===== src/rtl/gray_conv_arbiter.sv =====
// Round-robin arbiter sharing one binary-to-Gray conversion stage among N_REQ requesters.
// Each transaction runs IDLE (capture) -> CONV (grant, convert) -> OUT (hold until accepted).
module gray_conv_arbiter #(
  parameter int N_REQ = 4,
  parameter int WIDTH = 4,
  parameter int IDW   = 2
) (
  input  logic                   clk,
  input  logic                   rst_n,
  input  logic [N_REQ-1:0]       req,
  input  logic [N_REQ*WIDTH-1:0] bin_in,
  output logic [N_REQ-1:0]       gnt,
  output logic [WIDTH-1:0]       gray_out,
  output logic [IDW-1:0]         gray_id,
  output logic                   gray_valid,
  input  logic                   out_ready,
  output logic                   busy,
  output logic [7:0]             xfer_cnt
);

  typedef enum logic [1:0] {
    S_IDLE = 2'd0,
    S_CONV = 2'd1,
    S_OUT  = 2'd2
  } state_t;

  state_t           r_state;
  state_t           w_state_nxt;
  logic [IDW-1:0]   r_last;
  logic [WIDTH-1:0] r_op;
  logic [WIDTH-1:0] r_gray;
  logic [IDW-1:0]   r_gray_id;
  logic [7:0]       r_xfer_cnt;
  logic             w_found;
  logic [IDW-1:0]   w_win;

  function automatic logic [WIDTH-1:0] bin2gray(input logic [WIDTH-1:0] b);
    return b ^ (b >> 1);
  endfunction

  // Round-robin search starting just above the last winner, wrapping modulo N_REQ.
  always_comb begin
    w_found = 1'b0;
    w_win   = r_last;
    for (int k = 1; k <= N_REQ; k++) begin
      int idx;
      idx = (int'(r_last) + k) % N_REQ;
      if (!w_found && req[idx[IDW-1:0]]) begin
        w_found = 1'b1;
        w_win   = idx[IDW-1:0];
      end
    end
  end

  always_comb begin
    w_state_nxt = r_state;
    case (r_state)
      S_IDLE:  if (w_found) w_state_nxt = S_CONV;
      S_CONV:  w_state_nxt = S_OUT;
      S_OUT:   if (out_ready) w_state_nxt = S_IDLE;
      default: w_state_nxt = S_IDLE;
    endcase
  end

  always_ff @(posedge clk or negedge rst_n) begin
    if (!rst_n) begin
      r_state    <= S_IDLE;
      r_last     <= IDW'(N_REQ - 1);
      r_op       <= '0;
      r_gray     <= '0;
      r_gray_id  <= '0;
      r_xfer_cnt <= '0;
    end else begin
      r_state <= w_state_nxt;
      case (r_state)
        S_IDLE: begin
          if (w_found) begin
            r_op   <= bin_in[int'(w_win)*WIDTH +: WIDTH];
            r_last <= w_win;
          end
        end
        S_CONV: begin
          r_gray    <= bin2gray(r_op);
          r_gray_id <= r_last;
        end
        S_OUT: begin
          if (out_ready) r_xfer_cnt <= r_xfer_cnt + 8'd1;
        end
        default: ;
      endcase
    end
  end

  // Grant and valid decode from state alone, so they can never overlap.
  assign gnt        = (r_state == S_CONV) ? (N_REQ'(1) << r_last) : '0;
  assign gray_valid = (r_state == S_OUT);
  assign busy       = (r_state != S_IDLE);
  assign gray_out   = r_gray;
  assign gray_id    = r_gray_id;
  assign xfer_cnt   = r_xfer_cnt;

endmodule


===== config.mk =====
export PLATFORM = sky130hd
export DESIGN_NAME = gray_conv_arbiter
export DESIGN_NICKNAME = d
export VERILOG_FILES = /design/src/rtl/gray_conv_arbiter.sv
export SDC_FILE = /design/constraint.sdc
export NUM_CORES = 1
export LEC_CHECK = 0
export ABC_CLOCK_PERIOD_IN_PS = 2600
export BUFFER_PORTS_ARGS = -buffer_cell sky130_fd_sc_hd__buf_2
export CORE_ASPECT_RATIO = 1.1
export CORE_MARGIN = 2
export CORE_UTILIZATION = 49
export CTS_CLUSTER_SIZE = 24
export DETAILED_ROUTE_END_ITERATION = 12
export GPL_TIMING_DRIVEN = 0
export PLACE_DENSITY_LB_ADDON = 0.3
export SYNTH_ARGS = -nofsm -noshare
export SYNTH_HDL_FRONTEND = slang
export SYNTH_SLANG_ARGS = --single-unit
export TNS_END_PERCENT = 1

===== constraint.sdc =====
create_clock -name clk -period 2.6 [get_ports clk]
set_clock_uncertainty 0.2 [all_clocks]
set_input_delay 0.52 -clock clk [delete_from_list [all_inputs] [get_ports clk]]
set_output_delay 0.52 -clock clk [all_outputs]
set_load 0.005 [all_outputs]

==> flow_metrics.env, run 1 <==
export IMPL_status="complete, no violations"
export IMPL_cts_tree="yes"
export IMPL_fmaxAchievable_ghz=0.410
export IMPL_start_util_pct=50.6
export IMPL_setup_violations=0
export IMPL_yosysWarnings=0
export IMPL_vias_per_cell=5.14
export IMPL_globalRoute_totalOverflow=0
export IMPL_clk_path_buf_depth=2
export IMPL_num_vias=1033
export IMPL_powerDensity_nw_per_um2=1160
export IMPL_antenna_found_initial=0
export IMPL_rr_worst_depth=9
export IMPL_synth_area_per_cell_sq_um=10.1
export IMPL_drt_iter0_markers=13
export IMPL_die_area_sq_um=2950
export IMPL_ys_types=34
export IMPL_worst_slew_pin_slew_ns=0.457
export IMPL_crit_start="r_last[0]$_DFFE_PN1P_"
export IMPL_cts_root_buf="clkbuf_4"
export IMPL_timing_hold_ws_ns=0.249
export IMPL_grtUsageTotal_pct=17.5
export IMPL_syn2layout_area_growth_pct=25.8
export IMPL_synth_nets=151
export IMPL_io_buffers=42
export IMPL_hold_depth=2
export IMPL_arrival_ns=2.42
export IMPL_syn_area_sq_um=1240
export IMPL_finalWirelength_microns=2330
export IMPL_rows=19
export IMPL_grt_pass1_vias=1014
export IMPL_io_pins=43
export IMPL_fp_dieW_microns=51.9
export IMPL_slew_headroom_pct=69.5
export IMPL_hp_start="out_ready"
export IMPL_die_y_microns=56.7
export IMPL_cap_viol_max_count=0
export IMPL_end_kind="flop"
export IMPL_ys_ff_latch=22
export IMPL_ant_nets=0
export IMPL_core_area_sq_um=2450
export IMPL_synth_top_area_cell="dfrtp_1"
export IMPL_hold_viol=0
export IMPL_hold_path_class="input pin to flop"
export IMPL_hpwl_microns=1850
export IMPL_power_leakage_nw=0.809
export IMPL_crit_type="flop to flop"
export IMPL_cts_sinks=22
export IMPL_ys_seq_area_share_pct=44.6
export IMPL_regToRegSetupSlack_ns=0.16
export IMPL_slew_violations=0
export IMPL_netlist_instances=123
export IMPL_grt_setup_unrepaired="no"
export IMPL_synth_top_area_share_pct=40.4
export IMPL_n_antenna_cell=0
export IMPL_period_share_pct=93.9
export IMPL_grt_max_degree=23
export IMPL_drive_gt1_share_pct=32.9
export IMPL_postLayoutCoreUtil_pct=63.6
export IMPL_startpoint_type="flop"
export IMPL_final_setup_tns_ns=0
export IMPL_synth_area_top_cells="dfrtp_1 40%, mux2i_1 8.9%, ha_1 5.1%"
export IMPL_dpl_cell_area_sq_um=1490
export IMPL_grt_pass1_wl_microns=4050
export IMPL_r2r_start="r_last[0]$_DFFE_PN1P_"
export IMPL_htree_num_levels=1
export IMPL_gp_congestion=0.715
export IMPL_timing_rr_end="r_op[1]$_DFFE_PN0P_"
export IMPL_clk_latency_ns=0.30
export IMPL_clk_pin_slew_ns=0.12
export IMPL_holdPathEnd="r_state[1]$_DFFE_PN0P_"
export IMPL_wl_per_cell_microns=11.6
export IMPL_drt_first_pass_iters=4
export IMPL_drc=0
export IMPL_cts_buffers=3
export IMPL_fin_area_sq_um=1560
export IMPL_ir_worst_vdd_v=0.000741
export IMPL_crit_fanout=10
export IMPL_period_needed_ns=2.44
export IMPL_p_total_mw=1.80
export IMPL_required_ns=2.58
export IMPL_nets=199
## logic make-up (layout without fill, tap and decap cells)
| group | Yosys count | count (layout) | synth area share (%) |
|---|---|---|---|
| and+or+nand+nor | 41 | 41 | 15.7 |
| AOI/OAI and AO/OA | 24 | 24 | 13.5 |
| DFF | 22 | 22 | 44.6 |
| muxes | 13 | 13 | 10.7 |
| xor gates and xnor gates | 10 | 10 | 7.07 |
| buffers and inverters | 8 | 55 | 3.33 |
| adders and majority gates | 5 | 5 | 5.05 |
## sequential cells by signal, indices dropped and copies added (netlist names)
register  flops
xfer_cnt      8
gray_out      4
r_op          4
gray_id       2
r_last        2
r_state       2
## where the power goes
part	switching, mW	leakage, nW	internal [mW]
registers	0.126	0.274	0.499
clock network	0.0961	0.0279	0.156
logic	0.463	0.507	0.464
## stage by stage
step | worst slack, ns | cells
5_1_grt | 0.0229 | 201
4_1_cts | 0.131 | 201
3_5_place_dp | 0.136 | 196
3_3_place_gp | 0.177 | 196
6_report | 0.158 | 201
2_1_floorplan | 0.344 | 123
## how the worst max path moves through the flow
stage	end	cells after the start
2_1_floorplan	r_op[0]$_DFFE_PN0P_	9
3_3_place_gp	r_op[0]$_DFFE_PN0P_	9
3_5_place_dp	r_op[1]$_DFFE_PN0P_	9
4_1_cts	r_op[1]$_DFFE_PN0P_	9
5_1_grt	r_op[1]$_DFFE_PN0P_	9
6_report	r_op[1]$_DFFE_PN0P_	9
## cell usage after synthesis
master	instances
buf_6	1
nor2b_1	2
nor2_1	7
mux2i_1	11
o211ai_1	1
xnor2_1	7
and3_1	1
inv_2	2
o221ai_1	4
inv_1	3
a31oi_1	1
a21o_1	1
nand3_1	4
o21ai_1	3
a221oi_2	1
buf_4	1
nand2b_1	3
and2_1	4
a211oi_1	1
or2_1	2
nor3_1	1
nand3b_1	1
o31ai_1	1
o41ai_2	1
xor2_1	3
o21ai_0	8
mux2_1	1
clkbuf_1	1
a21oi_1	2
dfrtp_1	20
nand2_1	16
mux2_2	1
ha_1	5
dfstp_2	2
## what timing repair did
action | CTS | global route
hold buffers | 1 | 0
endpoints found under the setup margin | 0 | 1
resized for setup | 0 | 1
hold endpoints to repair | 20 | 0
setup buffers | 0 | 0
## routing by layer
layer | wire length [microns] | part of all wire (%) | up-vias | track usage (%)
met4 | 0 | 0 | 0 | 5.64
met2 | 1220 | 52 | 31 | 32.2
met5 | 0 | 0 | - | 0
met3 | 109 | 4.7 | 0 | 1.60
met1 | 1000 | 43 | 474 | 20.7
li1 | - | - | 528 | -
## worst max-delay path: stages, from the launching register on
cell and delay, ns:
dfstp_2 0.57, buf_4 0.18, inv_2 0.07, ha_1 0.39
mux2_1 0.34, nor2_1 0.09, o21ai_1 0.06, o21ai_0 0.11
nand2b_4 0.20, o221ai_1 0.13
## layout make-up
type                            count  area, sq um
Timing Repair Buffer               43          220
Fill cell                         218          891
Tap cell                           31         38.8
Buffer                              3         22.5
Inverter                            5         18.8
Clock inverter                      1         30.0
Sequential cell                    22          553
Multi-Input combinational cell     93          652
Clock buffer                        3         22.5
## cell usage in the layout (no fill, tap or decap), drive strengths merged, types with 2 or more instances in the layout
| cell | instances |
|---|---|
| a21oi | 2 |
| and2 | 4 |
| buf | 44 |
| clkbuf | 4 |
| dfrtp | 20 |
| dfstp | 2 |
| ha | 5 |
| inv | 5 |
| mux2 | 2 |
| mux2i | 11 |
| nand2 | 16 |
| nand2b | 3 |
| nand3 | 4 |
| nor2 | 7 |
| nor2b | 2 |
| o21ai | 11 |
| o221ai | 4 |
| or2 | 2 |
| xnor2 | 7 |
| xor2 | 3 |
(Power assumes the default switching activity.)
==> run 2: changes to the inputs <==
Settings changed: CORE_ASPECT_RATIO 1.1 to 0.9.
==> run 2 against run 1 <==
Against the previous run:
- combinational power about the same
- clock-buffer cell count grew 1
- global-route usage fell by 0.095 points
- utilization decreased by 0.82 points
- hold slack improved by 0.0086 ns
- largest power group unchanged
==> flow_metrics.env, run 2 (synthesized netlist as in run 1, its figures left out) <==
export IMPL_status="complete, no violations"
export IMPL_crit_start="r_last[0]$_DFFE_PN1P_"
export IMPL_crit_fanout=10
export IMPL_hp_start="out_ready"
export IMPL_largest_reg_flops=8
export IMPL_slew_violations=0
export IMPL_drt_iter0_markers=30
export IMPL_globalRoute_totalOverflow=0
export IMPL_n_antenna_cell=0
export IMPL_vias_per_cell=5.27
export IMPL_fp_dieW_microns=57
export IMPL_nets=199
export IMPL_fillCellCount=219
export IMPL_period_needed_ns=2.43
export IMPL_end_kind="flop"
export IMPL_hpwl_microns=1880
export IMPL_antenna_found_initial=0
export IMPL_cts_buffers=3
export IMPL_cts_root_buf="clkbuf_4"
export IMPL_setup_violations=0
export IMPL_postLayoutCoreUtil_pct=62.8
export IMPL_fmaxAchievable_ghz=0.412
export IMPL_io_pins=43
export IMPL_grtUsageTotal_pct=17.4
export IMPL_cap_viol_max_count=0
export IMPL_final_setup_tns_ns=0
export IMPL_grt_pass1_vias=908
export IMPL_hold_depth=2
export IMPL_period_share_pct=93.4
export IMPL_ant_nets=0
export IMPL_dp_slack_ns=0.146
export IMPL_grt_setup_unrepaired="no"
export IMPL_cts_setup_buffers=0
export IMPL_arrival_ns=2.40
export IMPL_core_area_sq_um=2420
export IMPL_drive_gt1_share_pct=32.4
export IMPL_slew_headroom_pct=68.7
export IMPL_required_ns=2.57
export IMPL_grt_pass1_wl_microns=4000
export IMPL_rows=17
export IMPL_timing_rr_end="r_op[1]$_DFFE_PN0P_"
export IMPL_startpoint_type="flop"
export IMPL_drc=0
export IMPL_drt_first_pass_iters=4
export IMPL_hold_viol=0
export IMPL_gp_congestion=0.764
export IMPL_grt_max_degree=23
export IMPL_timing_hold_ws_ns=0.257
export IMPL_r2r_start="r_last[0]$_DFFE_PN1P_"
export IMPL_crit_type="flop to flop"
export IMPL_power_leakage_nw=0.790
export IMPL_regToRegSetupSlack_ns=0.17
export IMPL_die_y_microns=51.7
export IMPL_holdPathEnd="r_state[1]$_DFFE_PN0P_"
export IMPL_finalWirelength_microns=2350
export IMPL_io_buffers=42
export IMPL_clk_path_buf_depth=2
export IMPL_hold_path_class="input pin to flop"
export IMPL_rr_worst_depth=9
export IMPL_start_util_pct=51.1
export IMPL_cts_tree="yes"
export IMPL_num_vias=1043
export IMPL_layout_setup_ws_ns=0.171
export IMPL_powerDensity_nw_per_um2=1120
export IMPL_worst_slew_pin_slew_ns=0.470
export IMPL_clk_pin_slew_ns=0.10
export IMPL_cts_sinks=22
export IMPL_ir_worst_vdd_v=0.000652
export IMPL_layout_commonest_cell="buf_2"
export IMPL_syn2layout_area_growth_pct=22.9
export IMPL_die_area_sq_um=2950
export IMPL_htree_num_levels=1
export IMPL_final_cell_mix="42 x buf_2, 20 x dfrtp_1, 16 x nand2_1, 11 x mux2i_1"
export IMPL_wl_per_cell_microns=11.9
export IMPL_clk_latency_ns=0.29
-- run 2: cell count changes in the layout (fill, tap and decap cells not counted), sizes merged --
cell    delta
clkbuf     +1
bufinv     -1
-- run 2: worst max-delay path by stage --
stage                     endpoint  slack [ns]  cells after the start
2_1_floorplan  r_op[0]$_DFFE_PN0P_        0.34                      9
3_3_place_gp   r_op[1]$_DFFE_PN0P_        0.19                      9
3_5_place_dp   r_op[1]$_DFFE_PN0P_        0.15                      9
4_1_cts        r_op[1]$_DFFE_PN0P_        0.12                      9
5_1_grt        r_op[0]$_DFFE_PN0P_        0.03                      9
6_report       r_op[1]$_DFFE_PN0P_        0.17                      9
-- run 2: final cells by class --
| type | instances | area (sq um) | share of cell area (%) |
|---|---|---|---|
| clock buffer | 4 | 26.3 | 1.73 |
| timing repair buffer | 43 | 220 | 14.5 |
| multi-input combinational | 93 | 647 | 42.5 |
| tap | 28 | 35.0 | 2.30 |
| inverter | 5 | 18.8 | 1.23 |
| sequential | 22 | 553 | 36.3 |
| buffer | 3 | 22.5 | 1.48 |
-- run 2: worst max-delay path, stage by stage (launching register included) --
cell and delay (ns):
dfstp_2 0.56, buf_4 0.17, inv_2 0.07, ha_2 0.37
mux2_1 0.32, nor2_1 0.09, o21ai_1 0.06, o21ai_1 0.11
nand2b_1 0.20, o221ai_1 0.15
-- run 2: timing repair --
action                     in CTS  in global routing
hold endpoints to repair       20                  0
hold buffers                    1                  0
setup endpoints to repair       0                  4
gates resized for setup         0                  2
-- run 2: through the flow --
| stage | cells | power (mW) | area, sq um |
|---|---|---|---|
| finish | 198 | 1.71 | 1520 |
| global route | 198 | 1.87 | 1520 |
| CTS | 198 | 1.72 | 1520 |
| detailed placement | 193 | 1.56 | 1480 |
| global placement | 193 | 1.52 | 1480 |
| floorplan | 123 | 1.29 | 1240 |
-- run 2: metal layers --
metal | track usage, % | up-vias | part of all wire (%)
met5 | 0 | - | 0
met2 | 26.2 | 43 | 44
met3 | 5.22 | 2 | 8.6
met1 | 24.4 | 475 | 47
li1 | - | 523 | -
met4 | 4.65 | 0 | 0.47
-- run 2: power by group --
| part | total, mW | internal (mW) | switching (mW) |
|---|---|---|---|
| clock | 0.155 | 0.0598 | 0.0952 |
| combinational | 0.928 | 0.459 | 0.469 |
| sequential | 0.628 | 0.499 | 0.129 |
